[src/rtl/perf_bcd_conv.sv]
// perf_bcd_conv: sequential double-dabble binary-to-BCD converter with saturation at all-9s.
module perf_bcd_conv #(
    parameter int IN_W   = 32,
    parameter int DIGITS = 6
) (
    input  logic                  clk,
    input  logic                  rst,
    input  logic                  in_valid,
    output logic                  in_ready,
    input  logic [IN_W-1:0]       in_value,
    output logic                  out_valid,
    output logic [4*DIGITS-1:0]   bcd,
    output logic                  overflow,
    output logic                  busy
);
    localparam int CW = $clog2(IN_W);
    typedef enum logic [1:0] {IDLE, SHIFT, DONE} state_t;
    state_t            state, state_nxt;
    logic [39:0]       scratch, adj;
    logic [IN_W-1:0]   shreg;
    logic [CW-1:0]     cnt;
    logic              ovf, last;
    for (genvar g = 0; g < 10; g++) begin : g_dig
        assign adj[4*g +: 4] = scratch[4*g +: 4] >= 4'd5 ? scratch[4*g +: 4] + 4'd3 : scratch[4*g +: 4];
    end
    assign ovf      = |(scratch >> (4*DIGITS));
    assign last     = cnt == CW'(IN_W-1);
    assign in_ready = state == IDLE;
    assign busy     = state != IDLE;
    always_comb begin
        state_nxt = state;
        state_nxt = state == IDLE  ? (in_valid ? SHIFT : IDLE) :
                    state == SHIFT ? (last ? DONE : SHIFT) : IDLE;
    end
    always_ff @(posedge clk or negedge rst) begin
        if (!rst) begin
            state     <= IDLE;
            scratch   <= '0;
            shreg     <= '0;
            cnt       <= '0;
            bcd       <= {DIGITS{4'hF}};
            overflow  <= 1'b0;
            out_valid <= 1'b0;
        end else begin
            state     <= state_nxt;
            out_valid <= state == DONE;
            if (state == IDLE && in_valid) begin
                shreg   <= in_value;
                scratch <= '0;
                cnt     <= '0;
            end
            // adjust-then-shift; the shift register MSB feeds the ones digit
            if (state == SHIFT) begin
                {scratch, shreg} <= {adj, shreg} << 1;
                cnt              <= cnt + 1'b1;
            end
            if (state == DONE) begin
                overflow <= ovf;
                bcd      <= ovf ? {DIGITS{4'h9}} : scratch[4*DIGITS-1:0];
            end
        end
    end
endmodule
[config.mk]
export PLATFORM = sky130hd
export DESIGN_NAME = perf_bcd_conv
export DESIGN_NICKNAME = d
export VERILOG_FILES = /design/src/rtl/perf_bcd_conv.sv
export SDC_FILE = /design/constraint.sdc
export NUM_CORES = 1
export LEC_CHECK = 0
export ABC_AREA = 1
export CAP_MARGIN = 20
export CELL_PAD_IN_SITES_DETAIL_PLACEMENT = 1
export CELL_PAD_IN_SITES_GLOBAL_PLACEMENT = 2
export CORE_MARGIN = 2
export CORE_UTILIZATION = 36
export DETAILED_ROUTE_END_ITERATION = 16
export PLACE_DENSITY_LB_ADDON = 0.3
export SYNTH_ARGS = -nofsm -noshare
export SYNTH_HDL_FRONTEND = slang
export SYNTH_SLANG_ARGS = --single-unit
[constraint.sdc]
create_clock -name clk -period 3.6 [get_ports clk]
set_input_delay 1.08 -clock clk [delete_from_list [all_inputs] [get_ports clk]]
set_output_delay 1.08 -clock clk [all_outputs]
set_load 0.1 [all_outputs]
## Word level (Yosys, flattened, before mapping)

Index checks and enable logic that the tools add are counted.

- Flip-flop bits (word level): 105

- Equal/unequal tests: 3
- $lt $le $gt $ge: 10
- Reductions and logical operators: 5
- Mux-type cells: 21
- Add/sub/neg operators: 11

Operators with widths:

| cell | count |
|---|---|
| two-way mux 40 bit | 2 |
| two-way mux 32 bit | 2 |
| greater-or-equal comparator 4 x 3 -> 1 bit, second input constant | 10 |
| adder 4 x 2 -> 4 bit, second input constant | 9 |
| two-way mux 4 bit | 9 |
| two-way mux 24 bit | 1 |
| OR reduction 16 bit | 1 |
| two-way mux 5 bit | 2 |
| two-way mux 2 bit | 3 |
| adder 5 x 1 -> 5 bit, second input constant | 1 |
| == test 5 bit, second input constant | 1 |
| nonzero test 2 bit | 2 |
| adder 3 x 2 -> 3 bit, second input constant | 1 |
| two-way mux 3 bit | 1 |
| == test 2 x 1 -> 1 bit, second input constant | 1 |
| == test 2 bit, second input constant | 1 |
| logical NOT 2 bit | 1 |
| logical AND 1 bit | 1 |
| two-way mux 1 bit | 1 |

## Depth between registers and ports, before layout

- Word-level depth: 4
- Depth in mapped cells: 9
- Gate-level depth less buffers: 8

## Least setup slack after synthesis

OpenSTA, ideal clock, no wires.

- Kind: reg2out
- Start: reg state[0]
- End: out busy
- Path slack: 0.514 ns
- Path buffers: 0
- Cell stages (with the launch flop): 3
- Data required time: 2.520 ns
- Arrival time: 2.006 ns
- Cell sequence: dfrtp_1 > nor2_2 > inv_1

- Longest elaborated chain between the ends: 1

RTL lines:

| item | RTL line | text |
|---|---|---|
| start, declared | 18 | `state_t state, state_nxt;` |
| start signal, assigned | 45 | `state <= state_nxt;` |
| nonzero test 2 bit | 29 | `assign busy = state != IDLE;` |
| end, declared | 14 | `output logic busy` |

Every way passes these cells.

## Worst setup path in the final report

- Start: reg state[0]
- End: out in_ready

- Longest elaborated chain between the ends: 1

RTL lines:

| item | RTL line | text |
|---|---|---|
| logical NOT 2 bit | 28 | `assign in_ready = state == IDLE;` |
| end, declared | 9 | `output logic in_ready,` |

Every way passes these cells.

==> qor.yml <==
status: "finished, final reports clean"
maxCapViolCount: 0
cts_num_sinks: 105
grt_pass1_wl_um: 24400
required_ns: 2.52
synthesis.area_mm2: 0.00566
grt-ovfl-total: 0
htreeDepth: 3
tightest_slew_ns: 0.901
hold_violations: 0
avgRoutedWirePerCell_um: 14.4
antenna_found_initial: 0
hold-path-cell-count: 2
dp.cells: 969
io_pins: 63
leakage_nw: 3.32
cts_tree: "yes"
die_h_um: 129
gp_congestion: 0.804
cts_hold_buf: 0
setup-violations-final: 0
final_nets: 830
grtUsageTotal: 0.182
place_hpwl_um: 9800
p_int_mw: 3.05
via_per_inst: 4.95
reg2reg_depth: 5
avgSynthCellArea_um2: 7.89
hp-class: "reg -> reg"
timing.final.crit_share: 0.668
core_mm2: 0.0153
max_stage_delay_ns: 0.48
end_kind: "output port"
grt_max_degree: 65
maxSlewHeadroom: 0.397
worstPathCellList: "nor2_2, buf_4"
drive_gt1_frac: 0.130
synth_warnings: 0
numCtsBuffers: 9
critPathKind: "reg -> out"
fin_hold_ws_ns: 0.470
diodes: 0
insertion_delay_ns: 0.35
netlist.area_leader.share: 0.358
drc: 0
clock_power_share: 0.202
layout_commonest_cell: "nand2_1"
ys_ff_latch: 105
io_buffer_count: 62
stdcell_count: 985
synth_top_area_cell: "dfrtp_1"
syn-num-nets: 778
ys_top_cells_by_area: "dfrtp_1, nand2_1, dfstp_2"
power_frac_seq: 0.363
layout_common_cells: "nand2_1, nand3_1, dfrtp_1"
placementRows: 45
slew_violations: 0
ff_latch_area_mm2: 0.00266
postRouteAntennaNets: 0
synthToLayoutAreaGrowth_pct: 17.7
firstDrtPassIters: 4
cp_slowest_cell: "dfrtp_1"
switching_share: 0.435
switching_power_mw: 2.35
fin_util: 0.437
powerDensity_mw_per_mm2: 812
die_x_um: 129
critPathMaxFanout: 4
rsz0062_at_grt: "no"
finClkSkew_ns: 0.00699
post_cts_resized: 0
max_freq_ghz: 0.416
pwr-share-comb: 0.435
num_vias: 4873
yosysSeqAreaShare: 0.470
clk_pin_slew_ns: 0.07
synth_cells: 717
crit_path_start_kind: "flip-flop"
root_buffer: "clkbuf_16"
cts_setup_buffers: 0
clock_path_buffers: 2
finalSetupTns_ns: 0
drt_iter0_markers: 241
period_minus_slack_ns: 2.40
grt_pass1_vias: 5041
post_synth_num_cell_types: 23
totalWireLength_um: 14200
multi_input_area_mm2: 0.00255
n_fill_cell: 1889
cp.arrival_ns: 1.32
ir_drop_mv: 0.518
initial_utilization: 0.371
dieArea_mm2: 0.0167
==> layout make-up <==
cell class	instances	share of cell area
clock buffer	10	0.0359
clock inverter	6	0.0133
inverter	71	0.0400
multi-input combinational	515	0.383
sequential	105	0.399
tap	211	0.0396
timing repair buffer	67	0.0898
==> worst max-delay path, delay by kind of cell, from the launching register on <==
kind	cells	cell delay [ns]
buffers and inverters	1	0.31
flip-flops	1	0.48
AND/OR/NAND/NOR	1	0.17
==> per-layer routing <==
metal / wire, µm / GRT usage
met1: 6860 / 0.241
met2: 6630 / 0.306
met3: 458 / 0.0248
met4: 213 / 0.0614
met5: 0 / 0
==> power groups by stage <==
| stage | clock network (mW) | logic, mW | registers, mW |
|---|---|---|---|
| floorplan | 0 | 1.79 | 1.97 |
| global placement | 0 | 2.26 | 1.97 |
| detailed placement | 0 | 2.37 | 1.98 |
| CTS | 1.13 | 2.39 | 1.97 |
| global route | 1.17 | 2.73 | 2.04 |
| finish | 1.09 | 2.35 | 1.96 |
==> metrics by stage <==
stage                     area, µm²  setup WS, ns  power (mW)
after CTS                      6660          1.18        5.48
after global routing           6660          1.13        5.93
after global placement         6330         0.949        4.23
final                          6660          1.20        5.41
after floorplan                5660         0.514        3.76
after detailed placement       6330         0.918        4.35
==> cell usage after synthesis <==
cell and count:
nor2_4 1, ha_1 26, o21ai_2 10, nand3_2 9, nor2_1 25, o211ai_1 1, dfrtp_1 81, nand3_1 89
a22o_1 2, inv_1 67, nor2_2 1, inv_2 4, dfstp_2 24, clkbuf_1 1, o21ai_0 38, nand2_2 2
nand4_1 21, buf_4 2, buf_8 1, nand2_1 281, o21bai_1 9, buf_2 14, buf_6 8
==> kinds of logic (layout without fill, tap and decap cells) <==
logic type               Yosys count  in the layout  synth area share
AO/OA/AOI/OAI                     60             60            0.0654
adder cells (fa/ha/maj)           26             26            0.0575
buffers and inverters             97            154            0.0814
flip-flops                       105            105             0.470
AND/OR/NAND/NOR                  429            429             0.326
==> sequential cells by signal, summed over array words and instances, names as in the netlist <==
| name | flops |
|---|---|
| overflow | 1 |
| bcd | 24 |
| scratch | 40 |
| cnt | 5 |
| out_valid | 1 |
| shreg | 32 |
| state | 2 |
==> path summary, 6_finish.rpt <==
path	from	endpoint	slack [ns]
min in group asynchronous	rst	scratch[23]	0.75
min reg2reg	bcd[21]	bcd[21]	0.47
max	state[0]	in_ready	1.20
max in group asynchronous	rst	shreg[2]	2.11
max reg2reg	state[0]	scratch[8]	1.64
min	bcd[21]	bcd[21]	0.47
Note: power is estimated with default switching activity, not from simulation.
